$ cat src/rtl/issue_rr_arbiter_pkg.sv
// Shared sizing for the issue arbiter: wavefront slot count, id width and slot-id helpers.
package issue_rr_arbiter_pkg;

  localparam int WF_PER_CU    = 40;
  localparam int WF_ID_LENGTH = 6;

  // Ids at or above WF_PER_CU decode to an empty mask so out-of-range flushes are no-ops.
  function automatic logic [WF_PER_CU-1:0] onehot(input logic [WF_ID_LENGTH-1:0] id);
    onehot = '0;
    if (int'(id) < WF_PER_CU) onehot[id] = 1'b1;
  endfunction

  function automatic logic [WF_ID_LENGTH-1:0] wrap_inc(input logic [WF_ID_LENGTH-1:0] id);
    wrap_inc = (id == WF_ID_LENGTH'(WF_PER_CU - 1)) ? '0 : id + 1'b1;
  endfunction

endpackage

$ cat src/rtl/issue_rr_arbiter_rr_pick.sv
// Combinational round-robin pick: first set request at or after start, wrapping modulo N.
// Zero latency; no flow control.
module issue_rr_arbiter_rr_pick
  import issue_rr_arbiter_pkg::*;
#(
  parameter int N = WF_PER_CU,
  parameter int W = WF_ID_LENGTH
) (
  input  logic [N-1:0] req,
  input  logic [W-1:0] start,
  output logic         found,
  output logic [W-1:0] id
);

  logic [N-1:0] rot;
  logic [W-1:0] k;
  logic [W:0]   sum;

  always_comb begin
    rot   = N'({req, req} >> start);
    found = |rot;
    k     = '0;
    for (int i = N - 1; i >= 0; i--) begin
      if (rot[i]) k = W'(i);
    end
    sum = (W+1)'(k) + (W+1)'(start);
    id  = (sum >= (W+1)'(N)) ? W'(sum - (W+1)'(N)) : W'(sum);
  end

endmodule

$ cat src/rtl/issue_rr_arbiter.sv
// Round-robin wavefront issue arbiter; offer registered 1 cycle after a candidate appears, 1 issue/cycle.
// Offer held under fu_ready=0 unless withdrawn by flush or valid-entry clear. Optional ISSUE_ARB_PERF_EN counters.
module issue_rr_arbiter
  import issue_rr_arbiter_pkg::*;
(
  input  logic                    clk,
  input  logic                    rst,
  input  logic [WF_PER_CU-1:0]    valid_entry_in,
  input  logic [WF_PER_CU-1:0]    ready_mask_in,
  input  logic                    fu_ready,
  input  logic                    flush_en,
  input  logic [WF_ID_LENGTH-1:0] flush_wfid,
  output logic                    issue_valid,
  output logic [WF_ID_LENGTH-1:0] issue_wfid,
  output logic                    issued_valid,
  output logic [WF_ID_LENGTH-1:0] issued_wfid
`ifdef ISSUE_ARB_PERF_EN
  ,
  output logic [31:0]             perf_issue_count,
  output logic [31:0]             perf_stall_count
`endif
);

  typedef enum logic {IDLE = 1'b0, OFFER = 1'b1} state_t;

  state_t                  state;
  logic [WF_ID_LENGTH-1:0] ptr;
  logic [WF_PER_CU-1:0]    cand;
  logic [WF_PER_CU-1:0]    cand_excl;
  logic [WF_PER_CU-1:0]    req_a;
  logic                    withdraw;
  logic                    found_a, found_b;
  logic [WF_ID_LENGTH-1:0] id_a, id_b;

  assign cand      = valid_entry_in & ready_mask_in & ~(flush_en ? onehot(flush_wfid) : '0);
  assign cand_excl = cand & ~onehot(issue_wfid);
  // While offering, the idle/withdraw pick must never re-select the current offer.
  assign req_a     = (state == OFFER) ? cand_excl : cand;
  assign withdraw  = (flush_en && flush_wfid == issue_wfid) || !valid_entry_in[issue_wfid];

  assign issued_valid = issue_valid & fu_ready;
  assign issued_wfid  = issue_wfid;

  issue_rr_arbiter_rr_pick u_pick_idle (
    .req   (req_a),
    .start (wrap_inc(ptr)),
    .found (found_a),
    .id    (id_a)
  );

  issue_rr_arbiter_rr_pick u_pick_next (
    .req   (cand_excl),
    .start (wrap_inc(issue_wfid)),
    .found (found_b),
    .id    (id_b)
  );

  always_ff @(posedge clk or posedge rst) begin
    if (rst) begin
      state       <= IDLE;
      issue_valid <= 1'b0;
      issue_wfid  <= '0;
      ptr         <= WF_ID_LENGTH'(WF_PER_CU - 1);
    end else if (state == IDLE) begin
      if (found_a) begin
        issue_wfid  <= id_a;
        issue_valid <= 1'b1;
        state       <= OFFER;
      end
    end else if (fu_ready) begin
      // Accept outranks a same-cycle withdrawal: dispatch has already taken it.
      ptr <= issue_wfid;
      if (found_b) begin
        issue_wfid <= id_b;
      end else begin
        issue_valid <= 1'b0;
        state       <= IDLE;
      end
    end else if (withdraw) begin
      if (found_a) begin
        issue_wfid <= id_a;
      end else begin
        issue_valid <= 1'b0;
        state       <= IDLE;
      end
    end
  end

`ifdef ISSUE_ARB_PERF_EN
  always_ff @(posedge clk or posedge rst) begin
    if (rst) begin
      perf_issue_count <= '0;
      perf_stall_count <= '0;
    end else begin
      if (issued_valid && perf_issue_count != 32'hFFFF_FFFF)
        perf_issue_count <= perf_issue_count + 32'd1;
      if (issue_valid && !fu_ready && perf_stall_count != 32'hFFFF_FFFF)
        perf_stall_count <= perf_stall_count + 32'd1;
    end
  end
`endif

endmodule

$ cat config.mk
export PLATFORM = sky130hd
export DESIGN_NAME = issue_rr_arbiter
export DESIGN_NICKNAME = d
export VERILOG_FILES = /design/src/rtl/issue_rr_arbiter_pkg.sv /design/src/rtl/issue_rr_arbiter_rr_pick.sv /design/src/rtl/issue_rr_arbiter.sv
export SDC_FILE = /design/constraint.sdc
export NUM_CORES = 1
export LEC_CHECK = 0
export CAP_MARGIN = 40
export CORE_MARGIN = 3
export CORE_UTILIZATION = 30
export DETAILED_ROUTE_END_ITERATION = 8
export PLACE_DENSITY = 0.54
export SETUP_SLACK_MARGIN = 0.15
export SLEW_MARGIN = 20
export SYNTH_ARGS = -nofsm -noshare
export SYNTH_HDL_FRONTEND = slang
export SYNTH_SLANG_ARGS = --single-unit
$ cat constraint.sdc
create_clock -name clk -period 14.08 [get_ports clk]
set_clock_uncertainty 0.2 [all_clocks]
set_input_delay 2.816 -clock clk [delete_from_list [all_inputs] [get_ports clk]]
set_output_delay 2.816 -clock clk [all_outputs]
set_load 0.01 [all_outputs]
# Yosys cells after proc, flatten, opt, wreduce, memory -nomap -nowiden
# Index checks and enable logic that the tools add are counted.
# totals
ff_bits,14
latch_bits,0
ram_bits,0
mem_bits_ro,0
inputBits,90
out_inout_bits,14
word_cells,154
mem_count,0
# op_classes
add_sub_neg,6
mul,0
div,0
order_cmp,8
eq_ne,7
shifts,2
mux,110
bitwise_logic,6
n_reduce_logical,11
# ops
cell,n
$mux W6,89
$mux W40,4
$shr A80 B6 Y40,2
$and A40 B40 Y40,3
$not A40 Y40,2
$reduce_or A40 Y1,2
$add A6 B6 Y7,2
$ge A7 B6 Y1 const B,2
$lt A6 B7 Y1 const B,2
$mux W1,14
$add A6 B1 Y6 const B,2
$demux W1 S6,2
$eq A6 B6 Y1 const B,2
$ge A6 B1 Y1 const B,2
$lt A6 B6 Y1 const B,2
$sub A6 B6 Y6 const B,2
$bmux W1 S6,1
$eq A6 B6 Y1,1
$ne A3 B2 Y1 const B,2
$ne A3 B3 Y1 const B,2
$reduce_and A2 Y1,2
$reduce_and A4 Y1,1
$logic_and A1 B1 Y1,3
$reduce_bool A2 Y1,1
other kinds (3),3

# Depth between registers and ports, before layout
# Gate-level depths: netlist of the first run.
# depth
depth_word,58
depth_mapped,33
depth_no_buf,29

# Modules after synthesis
# From an unflattened synthesis of the first run, not the netlist that was laid out.
# unflattened
cells_unflattened,1546
area_unflattened_um2,14019.7
# modules_own_cells
module,instances,cells_per_inst,area_per_inst_um2,seq_area_each_um2
issue_rr_arbiter_rr_pick (u_pick_next),1,631,6100.9,0.0
issue_rr_arbiter_rr_pick (u_pick_idle),1,541,5208.7,0.0
issue_rr_arbiter,1,374,2710.1,355.3

# Worst setup path after synthesis of the first run
# Ideal clock, no wire load.
# synth_timing
path_kind,input to register
startpoint,input flush_wfid[5]
endpoint,register issue_wfid[5]
setup_time_ns,0.125
arrival_time_ns,8.564
required_time_ns,13.755
path_slack_ns,5.191
path_stages,30
path_buffers,3
path_cell_list,buf_2 -> and3b_1 -> buf_2 -> buf_4 -> a21oi_1 -> o21ai_1 -> mux4_2 -> mux2_2 -> o211a_1 -> o32ai_1 -> a21oi_1 -> o21ai_0 -> a211oi_1 -> nor3_1 -> o21ai_0 -> a2111oi_0 -> ha_1 -> inv_1 -> fa_1 -> inv_1 -> a21oi_1 -> o21bai_1 -> xnor2_1 -> ha_1 -> o21ai_0 -> a221oi_1 -> nor3_1 -> a211oi_1 -> a31oi_1 -> mux2_4
# synth_via
elab_chain_len,58
elab_cells_between_ends,115
cone_classes,add/sub: 4; order compare: 5; eq/ne: 3; shift: 2; mux: 92; bitwise: 3; reduce/logical: 6
# synth_lines
item,line,source
from (decl),issue_rr_arbiter.sv:12,"input logic [WF_ID_LENGTH-1:0] flush_wfid,"
$lt A6 B7 Y1 (not written as such) or $ge A6 B1 Y1 (tied branches),issue_rr_arbiter_pkg.sv:10,if (int'(id) < WF_PER_CU) onehot[id] = 1'b1;
$logic_and A1 B1 Y1 (not written as such),issue_rr_arbiter_pkg.sv:10,
$mux W1 (not written as such),issue_rr_arbiter_pkg.sv:10,
$demux W1 S6,issue_rr_arbiter_pkg.sv:10,
$mux W40,issue_rr_arbiter_pkg.sv:10,
$mux W40,issue_rr_arbiter.sv:35,assign cand = valid_entry_in & ready_mask_in & ~(flush_en ? onehot(flush_wfid) : '0);
$not A40 Y40,issue_rr_arbiter.sv:35,
$and A40 B40 Y40,issue_rr_arbiter.sv:35,
[... 3 more ...],-,
$mux W6 (40 in a row),issue_rr_arbiter_rr_pick.sv:24,if (rot[i]) k = W'(i);
$add A6 B6 Y7,issue_rr_arbiter_rr_pick.sv:26,sum = (W+1)'(k) + (W+1)'(start);
$sub A6 B6 Y6 or $ge A7 B6 Y1 (tied branches),issue_rr_arbiter_rr_pick.sv:27,id = (sum >= (W+1)'(N)) ? W'(sum - (W+1)'(N)) : W'(sum);
$mux W6,issue_rr_arbiter_rr_pick.sv:27,
$mux W6,"issue_rr_arbiter.sv:65, issue_rr_arbiter.sv:80",
$mux W6,issue_rr_arbiter.sv:79,end else if (withdraw) begin
$mux W6,issue_rr_arbiter.sv:70,end else if (fu_ready) begin
$mux W6,issue_rr_arbiter.sv:64,end else if (state == IDLE) begin
to (signal assigned),issue_rr_arbiter.sv:66,issue_wfid <= id_a;
to (signal assigned),issue_rr_arbiter.sv:74,issue_wfid <= id_b;
to (signal assigned),issue_rr_arbiter.sv:81,issue_wfid <= id_a;
to (decl),issue_rr_arbiter.sv:14,"output logic [WF_ID_LENGTH-1:0] issue_wfid,"
# Parallel ways exist; a longest one is shown, timed or not. The select of a mux whose other input is x is not followed.
# A chain may end at the register's enable or synchronous reset.

# Worst setup path after layout of the first run
# layout_timing
startpoint,input flush_wfid[1]
endpoint,register issue_wfid[5]
# Same word-level chain as after synthesis.

==> flow_summary.html, run 1 <==
<table>
<tr><th>Metric</th><th>Value</th></tr>
<tr><th colspan="2">Yosys</th></tr>
<tr><td>Register bit total from synthesis</td><td>14</td></tr>
<tr><td>Post-synth top cells</td><td>sky130_fd_sc_hd__nand2_1 (206), sky130_fd_sc_hd__a21oi_1 (118), sky130_fd_sc_hd__nor2_1 (99), sky130_fd_sc_hd__nand3_1 (84), sky130_fd_sc_hd__o21ai_0 (78)</td></tr>
<tr><td>Top-area cell type share of the netlist area</td><td>13.3%</td></tr>
<tr><td>Fraction of registers with async set or reset after synthesis</td><td>100%</td></tr>
<tr><td>Syn nets</td><td>1770</td></tr>
<tr><td>Synthesized area divided by synthesized cell count</td><td>7.35 sq um</td></tr>
<tr><td>Post-synth top area cell</td><td>sky130_fd_sc_hd__mux4_2</td></tr>
<tr><td>Number of enable flip-flop cells after synthesis</td><td>0</td></tr>
<tr><td>Dominant synthesized flop cell</td><td>sky130_fd_sc_hd__dfrtp_1</td></tr>
<tr><td>Most common cell in the synthesized netlist</td><td>sky130_fd_sc_hd__nand2_1</td></tr>
<tr><td>Yosys warnings</td><td>0</td></tr>
<tr><td>Cell area after synthesis</td><td>12200 sq um</td></tr>
<tr><td>Post-Synthesis Cells</td><td>1662</td></tr>
<tr><td>Leading cell types by total area after synthesis</td><td>sky130_fd_sc_hd__mux4_2 (13%), sky130_fd_sc_hd__nand2_1 (6.3%), sky130_fd_sc_hd__mux2i_1 (5.9%), sky130_fd_sc_hd__a21oi_1 (4.8%), sky130_fd_sc_hd__a221oi_1 (4.5%)</td></tr>
<tr><td>Portion of the post-synthesis area used by sequential elements</td><td>2.91%</td></tr>
<tr><td>Count of different cell masters after synthesis</td><td>109</td></tr>
<tr><th colspan="2">Cells and area</th></tr>
<tr><td>Final core utilization</td><td>34.2%</td></tr>
<tr><td>Syn-to-layout area delta</td><td>11.9%</td></tr>
<tr><td>Number of nets in the layout</td><td>1780</td></tr>
<tr><td>Final antenna diode count</td><td>0</td></tr>
<tr><td>Layout cell share with drive strength beyond 1</td><td>13.7%</td></tr>
<tr><th colspan="2">Clocking</th></tr>
<tr><td>Post-CTS Resized</td><td>0</td></tr>
<tr><td>Worst-Skew Late Latency</td><td>0.25 ns</td></tr>
<tr><td>Clock root buffer</td><td>sky130_fd_sc_hd__clkbuf_16</td></tr>
<tr><td># hold bufs at CTS</td><td>0</td></tr>
<tr><td>CTS tree</td><td>done</td></tr>
<tr><td>Post-CTS clock slew at the launch and capture registers of the worst setup and hold paths</td><td>0.05 ns</td></tr>
<tr><td>Sink Count</td><td>14</td></tr>
<tr><td>CTS buffer count</td><td>3</td></tr>
<tr><td>Level count of the clock H-tree</td><td>1</td></tr>
<tr><td>Largest buffer count on any clock path</td><td>2</td></tr>
<tr><td>Post-CTS setup-driven buffer insertion count</td><td>0</td></tr>
<tr><th colspan="2">Critical path</th></tr>
<tr><td>Critical path capture point</td><td>issue_wfid[5]</td></tr>
<tr><td>CP Capture Type</td><td>flip-flop</td></tr>
<tr><td>Nature of the critical path startpoint</td><td>input port</td></tr>
<tr><td>Endpoint arrival time on the critical path</td><td>10.77 ns</td></tr>
<tr><td>Setup slack of the most critical reg-to-reg path</td><td>5.62 ns</td></tr>
<tr><td>Reg-to-reg critical path endpoint</td><td>issue_wfid[5]</td></tr>
<tr><td>Maximum fanout along the worst path</td><td>13</td></tr>
<tr><td>Data required time of the worst path</td><td>14.01 ns</td></tr>
<tr><td>Path type of the worst setup path</td><td>input port to flip-flop</td></tr>
<tr><td>Launch point of the worst reg-to-reg path</td><td>ptr[0]</td></tr>
<tr><td>Count of cells along the worst register-to-register path</td><td>28</td></tr>
<tr><td>Critical Path Source</td><td>flush_wfid[1]</td></tr>
<tr><th colspan="2">Timing</th></tr>
<tr><td>Max frequency</td><td>92.3 MHz</td></tr>
<tr><td>Final setup violation count</td><td>0</td></tr>
<tr><td>RSZ-0062 raised after global routing</td><td>false</td></tr>
<tr><td>Endpoints failing hold</td><td>0</td></tr>
<tr><td>Final sum of negative setup slack</td><td>0 ns</td></tr>
<tr><td>Post-route clock period utilization</td><td>76.9%</td></tr>
<tr><td>Count of final max-slew check failures</td><td>0</td></tr>
<tr><td>Tightest hold margin</td><td>0.342 ns</td></tr>
<tr><td>Worst Tran Pin Value</td><td>0.909 ns</td></tr>
<tr><td>Min cycle time layout</td><td>10.83 ns</td></tr>
<tr><td>Max_slew headroom</td><td>39.1%</td></tr>
<tr><th colspan="2">Global routing</th></tr>
<tr><td>First-pass GRT wire length</td><td>91500 microns</td></tr>
<tr><td>Total gr overflow</td><td>0</td></tr>
<tr><td>Number of global-route vias before repair</td><td>14300</td></tr>
<tr><td>Maximum number of pins on one net before global-route repair</td><td>54</td></tr>
<tr><td>Tot GR Track Use</td><td>26.5%</td></tr>
<tr><td>Number of antenna violations at the first check in global routing</td><td>0</td></tr>
<tr><th colspan="2">Floorplan</th></tr>
<tr><td>Die boundary width</td><td>208 microns</td></tr>
<tr><td>Total I/O pin count</td><td>104</td></tr>
<tr><td>Num rows</td><td>73</td></tr>
<tr><td>Placeable core region</td><td>40000 sq um</td></tr>
<tr><td>Effective utilization at floorplan</td><td>30.5%</td></tr>
<tr><td>Area of the die</td><td>43200 sq um</td></tr>
<tr><td>Die Ht</td><td>208 microns</td></tr>
<tr><th colspan="2">Placed design</th></tr>
<tr><td>RePlAce Congestion</td><td>0.989</td></tr>
<tr><td>HPWL after detailed placement</td><td>47200 microns</td></tr>
<tr><td>Port-buffer cells</td><td>103</td></tr>
<tr><th colspan="2">Drt</th></tr>
<tr><td>Detail Route Antenna Nets</td><td>0</td></tr>
<tr><td>Routed length per placed instance</td><td>27.7 microns</td></tr>
<tr><td>Overall routed net length</td><td>60900 microns</td></tr>
<tr><td>Number of DRC markers in iteration 0</td><td>2601</td></tr>
<tr><td>Vias post-DR</td><td>15500</td></tr>
<tr><td>Number of remaining DRC errors</td><td>0</td></tr>
<tr><td>Ratio of routed vias to standard cells</td><td>7.04</td></tr>
<tr><td>Iteration count of the initial detailed-routing pass</td><td>6</td></tr>
<tr><th colspan="2">Min path</th></tr>
<tr><td>Critical hold path startpoint</td><td>ptr[2]</td></tr>
<tr><td>Class of the tightest hold or removal check</td><td>flip-flop to flip-flop</td></tr>
<tr><th colspan="2">Outcome</th></tr>
<tr><td>Status</td><td>completed</td></tr>
<tr><th colspan="2">Job</th></tr>
<tr><td>Max-cap violations</td><td>0</td></tr>
</table>
==> logic make-up (layout without fill, tap and decap cells) <==
group	count (synthesis)	count (layout)	synth area share (%)
adder cells (fa/ha/maj)	18	18	1.97
buffers and inverters	184	193	7.16
multiplexers	176	176	22.3
flip-flops	14	14	2.91
AND/OR/NAND/NOR	602	602	26.0
XOR/XNOR	21	21	1.51
AO/OA/AOI/OAI	647	647	38.2
==> sequential cells by signal, summed over array words and instances, names as in the netlist <==
register	flops
ptr	6
issue_wfid	6
issue_valid	1
state	1
==> through the flow <==
step | cells | setup WS, ns | instance area, sq um
floorplan | 1662 | 5.19 | 12200
global placement | 2180 | 3.20 | 13500
detailed placement | 2189 | 3.17 | 13600
CTS | 2193 | 3.40 | 13700
global route | 2196 | 2.67 | 13700
finish | 2196 | 3.25 | 13700
==> how the worst min path moves through the flow <==
stage,end,slack (ns),depth (start not counted)
after floorplan,ptr[0],0.30,2
after global placement,ptr[0],0.32,2
after detailed placement,ptr[2],0.34,2
after CTS,ptr[2],0.35,2
after global routing,ptr[2],0.36,2
final,ptr[2],0.34,2
==> worst max-delay path: stages <==
cell and delay, ns:
sky130_fd_sc_hd__clkdlybuf4s50_1 0.79, sky130_fd_sc_hd__nand2_1 0.19, sky130_fd_sc_hd__o311ai_0 0.79, sky130_fd_sc_hd__a21oi_1 0.22, sky130_fd_sc_hd__mux4_2 0.60, sky130_fd_sc_hd__a22o_1 0.20
sky130_fd_sc_hd__a221oi_1 0.50, sky130_fd_sc_hd__o21ai_0 0.19, sky130_fd_sc_hd__nor2_1 0.29, sky130_fd_sc_hd__a21boi_0 0.23, sky130_fd_sc_hd__o22ai_1 0.11, sky130_fd_sc_hd__nor3_1 0.15
sky130_fd_sc_hd__o21ai_0 0.13, sky130_fd_sc_hd__a2111oi_0 0.72, sky130_fd_sc_hd__ha_1 0.28, sky130_fd_sc_hd__inv_1 0.06, sky130_fd_sc_hd__fa_1 0.43, sky130_fd_sc_hd__inv_1 0.07
sky130_fd_sc_hd__a21oi_1 0.06, sky130_fd_sc_hd__o21bai_1 0.19, sky130_fd_sc_hd__xnor2_1 0.20, sky130_fd_sc_hd__ha_1 0.24, sky130_fd_sc_hd__o21ai_0 0.10, sky130_fd_sc_hd__a221oi_1 0.47
sky130_fd_sc_hd__nor3_1 0.08, sky130_fd_sc_hd__a211oi_1 0.27, sky130_fd_sc_hd__a31oi_1 0.07, sky130_fd_sc_hd__mux2_4 0.28
==> placed cells by master, fill, tap and decap left out, types with 39 or more instances in the layout <==
cell type | Yosys | routed
sky130_fd_sc_hd__a211oi_1 | 39 | 39
sky130_fd_sc_hd__a22oi_1 | 70 | 70
sky130_fd_sc_hd__nand3_1 | 84 | 84
sky130_fd_sc_hd__nor2_1 | 99 | 99
sky130_fd_sc_hd__nor3_1 | 48 | 48
sky130_fd_sc_hd__mux2i_1 | 72 | 72
sky130_fd_sc_hd__clkdlybuf4s50_1 | 0 | 103
sky130_fd_sc_hd__nand2_1 | 206 | 206
sky130_fd_sc_hd__a21oi_1 | 118 | 118
sky130_fd_sc_hd__a221oi_1 | 63 | 63
sky130_fd_sc_hd__buf_4 | 22 | 49
sky130_fd_sc_hd__o21ai_0 | 78 | 78
sky130_fd_sc_hd__mux4_2 | 72 | 72
==> final cells by class <==
type / instances / area (sq um)
multi-input combinational: 1464 / 11000
sequential: 14 / 357
tap: 525 / 657
inverter: 30 / 113
fill: 4281 / 26300
timing repair buffer: 159 / 1430
clock buffer: 4 / 88.8
==> layer usage <==
metal | GRT usage (%) | wire (microns)
met5 | 1.00 | 64
met2 | 41.6 | 26800
met3 | 5.23 | 6590
met4 | 10.0 | 2880
met1 | 35.8 | 24600
Power of run 1 is not shown: default switching activity piles up to over one toggle a cycle in this logic, so the estimate is an artifact.
==> run 2, diff against run 1 <==
Settings changed: PLACE_DENSITY 0.54 to 0.56.
Clock period 14.08 ns to 9.7 ns, I/O delays scaled along.
==> run 2 against run 1 <==
Global-route usage up 0.31 points. Via count increased by 1.6%. Core utilization up 0.86 points. Sequential cell count unchanged. Worst hold slack got worse by 0.0062 ns. Final area grew 2.5%. Wire length rose by 2.1%. First-iteration DRC count rose by 2.7%. Die area stayed put. Critical endpoint unchanged. Largest cell class unchanged. Highest routed layer is now met4.
==> flow_summary.html, run 2 (synthesized netlist as in run 1, its figures left out) <==
<table>
<tr><th>Metric</th><th>Value</th></tr>
<tr><th colspan="2">Outcome</th></tr>
<tr><td>Status</td><td>completed</td></tr>
<tr><th colspan="2">Cells and area</th></tr>
<tr><td>Number of nets in the layout</td><td>1808 (+1.6%)</td></tr>
<tr><td>Top library cells by usage in the layout, fill and taps aside</td><td>sky130_fd_sc_hd__nand2_1 (206), sky130_fd_sc_hd__a21oi_1 (115), sky130_fd_sc_hd__clkdlybuf4s50_1 (100), sky130_fd_sc_hd__nor2_1 (99), sky130_fd_sc_hd__nand3_1 (84)</td></tr>
<tr><td>Number of cells in the finished layout apart from fillers</td><td>2226 (+1.4%)</td></tr>
<tr><td>Most frequent standard cell in the layout excluding fill and tap cells</td><td>sky130_fd_sc_hd__nand2_1</td></tr>
<tr><td>Syn-to-layout area delta</td><td>14.7%</td></tr>
<tr><td>Layout cell share with drive strength beyond 1</td><td>15.9% (+2.2 points)</td></tr>
<tr><td>Largest regs</td><td>issue_wfid: 6 flops, ptr: 6 flops</td></tr>
<tr><th colspan="2">Floorplan</th></tr>
<tr><td>Die Ht</td><td>208 microns (unchanged)</td></tr>
<tr><td>Effective utilization at floorplan</td><td>30.5% (unchanged)</td></tr>
<tr><td>Area of the die</td><td>43200 sq um (unchanged)</td></tr>
<tr><td>Total I/O pin count</td><td>104 (unchanged)</td></tr>
<tr><td>Placeable core region</td><td>40000 sq um (unchanged)</td></tr>
<tr><td>Num rows</td><td>73 (unchanged)</td></tr>
<tr><td>Die boundary width</td><td>208 microns (unchanged)</td></tr>
<tr><th colspan="2">Timing</th></tr>
<tr><td>Final setup violation count</td><td>0 (unchanged)</td></tr>
<tr><td>Min cycle time layout</td><td>9.14 ns</td></tr>
<tr><td>Final sum of negative setup slack</td><td>0 ns (unchanged)</td></tr>
<tr><td>Max frequency</td><td>109 MHz</td></tr>
<tr><td>Post-route clock period utilization</td><td>94.2%</td></tr>
<tr><td>Tightest hold margin</td><td>0.336 ns (-0.00617 ns)</td></tr>
<tr><td>Endpoints failing hold</td><td>0 (unchanged)</td></tr>
<tr><td>Count of final max-slew check failures</td><td>0 (unchanged)</td></tr>
<tr><td>RSZ-0062 raised after global routing</td><td>false</td></tr>
<tr><td>Worst Tran Pin Value</td><td>0.942 ns (+0.0337 ns)</td></tr>
<tr><td>Max_slew headroom</td><td>36.8% (-2.3 points)</td></tr>
<tr><th colspan="2">Global routing</th></tr>
<tr><td>Number of global-route vias before repair</td><td>14500 (+1.3%)</td></tr>
<tr><td>Tot GR Track Use</td><td>26.8% (+0.31 points)</td></tr>
<tr><td>Total gr overflow</td><td>0 (unchanged)</td></tr>
<tr><td>Number of antenna violations at the first check in global routing</td><td>1 (+1)</td></tr>
<tr><td>Maximum number of pins on one net before global-route repair</td><td>42 (-22%)</td></tr>
<tr><td>First-pass GRT wire length</td><td>92500 microns (+1.1%)</td></tr>
<tr><th colspan="2">Clocking</th></tr>
<tr><td>Worst-Skew Late Latency</td><td>0.24 ns (about the same)</td></tr>
<tr><td>Clock root buffer</td><td>sky130_fd_sc_hd__clkbuf_16</td></tr>
<tr><td>Level count of the clock H-tree</td><td>1 (unchanged)</td></tr>
<tr><td>Sink Count</td><td>14 (unchanged)</td></tr>
<tr><td>Largest buffer count on any clock path</td><td>2 (unchanged)</td></tr>
<tr><td>Post-CTS clock slew at the launch and capture registers of the worst setup and hold paths</td><td>0.05 ns (about the same)</td></tr>
<tr><td>CTS tree</td><td>done</td></tr>
<tr><td>CTS buffer count</td><td>3 (unchanged)</td></tr>
<tr><th colspan="2">Critical path</th></tr>
<tr><td>Cell type of the slowest stage on the worst timing path</td><td>sky130_fd_sc_hd__clkdlybuf4s50_1</td></tr>
<tr><td>Path type of the worst setup path</td><td>input port to flip-flop</td></tr>
<tr><td>Setup slack of the most critical reg-to-reg path</td><td>1.60 ns (-4.02 ns)</td></tr>
<tr><td>Data required time of the worst path</td><td>9.63 ns (-4.38 ns)</td></tr>
<tr><td>Nature of the critical path startpoint</td><td>input port</td></tr>
<tr><td>Maximum fanout along the worst path</td><td>7 (-6)</td></tr>
<tr><td>CP Capture Type</td><td>flip-flop</td></tr>
<tr><td>Launch point of the worst reg-to-reg path</td><td>issue_wfid[0]</td></tr>
<tr><td>Count of cells along the worst register-to-register path</td><td>30 (+7.1%)</td></tr>
<tr><td>Max stage delay on crit path</td><td>0.66 ns (-0.13 ns)</td></tr>
<tr><td>Endpoint arrival time on the critical path</td><td>9.07 ns (-1.70 ns)</td></tr>
<tr><td>Number of buffer and inverter instances along the worst setup path</td><td>3 (unchanged)</td></tr>
<tr><td>Reg-to-reg critical path endpoint</td><td>issue_wfid[4]</td></tr>
<tr><td>Total number of cells along the worst setup path</td><td>28 (unchanged)</td></tr>
<tr><td>Critical path's top delay family</td><td>compound AO/OA/AOI/OAI gates</td></tr>
<tr><th colspan="2">Placed design</th></tr>
<tr><td>RePlAce Congestion</td><td>1.03 (+4.4%)</td></tr>
<tr><td>HPWL after detailed placement</td><td>49100 microns (+3.9%)</td></tr>
<tr><td>Number of instances in the placed design</td><td>2214 (+1.1%)</td></tr>
<tr><td>Port-buffer cells</td><td>103 (unchanged)</td></tr>
<tr><th colspan="2">Min path</th></tr>
<tr><td>Critical hold path startpoint</td><td>ptr[0]</td></tr>
<tr><td>Min-Delay Endpoint</td><td>ptr[0]</td></tr>
<tr><td>Class of the tightest hold or removal check</td><td>flip-flop to flip-flop</td></tr>
<tr><td>Number of instances on the worst hold path</td><td>2 (unchanged)</td></tr>
<tr><th colspan="2">Drt</th></tr>
<tr><td>Overall routed net length</td><td>62100 microns (+2.1%)</td></tr>
<tr><td>Routed length per placed instance</td><td>27.9 microns (+0.70%)</td></tr>
<tr><td>Vias post-DR</td><td>15700 (+1.6%)</td></tr>
<tr><td>Ratio of routed vias to standard cells</td><td>7.05 (+0.22%)</td></tr>
<tr><td>Number of DRC markers in iteration 0</td><td>2671 (+2.7%)</td></tr>
<tr><td>Detail Route Antenna Nets</td><td>0 (unchanged)</td></tr>
<tr><td>Iteration count of the initial detailed-routing pass</td><td>6 (unchanged)</td></tr>
<tr><td>Number of remaining DRC errors</td><td>0 (unchanged)</td></tr>
<tr><th colspan="2">Job</th></tr>
<tr><td>Max-cap violations</td><td>0 (unchanged)</td></tr>
</table>
run 2: timing repair:
action,CTS,global route
gates resized for setup,1,16
buffers inserted,0,3
setup endpoints to repair,1,3
hold buffers,0,0
pin swaps,0,2
run 2: area by class of cell:
type                       instances  area (sq um)
fill                            4234         26000
inverter                          30           113
sequential                        14           357
tap                              525           657
clock buffer                       4          88.8
multi-input combinational       1464         11100
antenna                            2          5.00
timing repair buffer             187          1710
run 2: per-layer routing:
layer	routed length [microns]	global-route usage, %	vias to the layer above
met5	0	0	-
met1	24900	35.9	7534
met4	2890	10.2	0
met2	28100	43.2	1164
met3	6220	4.35	210
li1	-	-	6789
run 2: stage by stage:
step | setup WS (ns) | cell area [sq um] | util [%]
after CTS | 0.240 | 13900 | 34.7
after detailed placement | -0.111 | 13800 | 34.5
after floorplan | 1.69 | 12200 | -
final | 0.560 | 14000 | 35.1
after global placement | 0.0873 | 13700 | 34.4
after global routing | 0.151 | 14000 | 35.0
run 2: worst max path at each step:
stage                   from             to  slack (ns)
2_1_floorplan  flush_wfid[5]  issue_wfid[5]        1.69
3_3_place_gp   flush_wfid[2]  issue_wfid[5]        0.09
3_5_place_dp   flush_wfid[5]  issue_wfid[5]       -0.11
4_1_cts        flush_wfid[5]  issue_wfid[5]        0.24
5_1_grt             flush_en  issue_wfid[5]        0.15
6_report       flush_wfid[3]  issue_wfid[5]        0.56
run 2: worst register-to-register path: cells and delay by family (launching register included):
| kind | cells | cell delay, ns |
|---|---|---|
| mux | 3 | 0.81 |
| simple gates | 2 | 0.25 |
| xor+xnor | 1 | 0.20 |
| flops | 1 | 0.57 |
| buf+inv | 7 | 1.86 |
| fa+ha+maj | 4 | 1.07 |
| compound gates | 13 | 3.02 |
Power of run 2 is left out for the same reason.
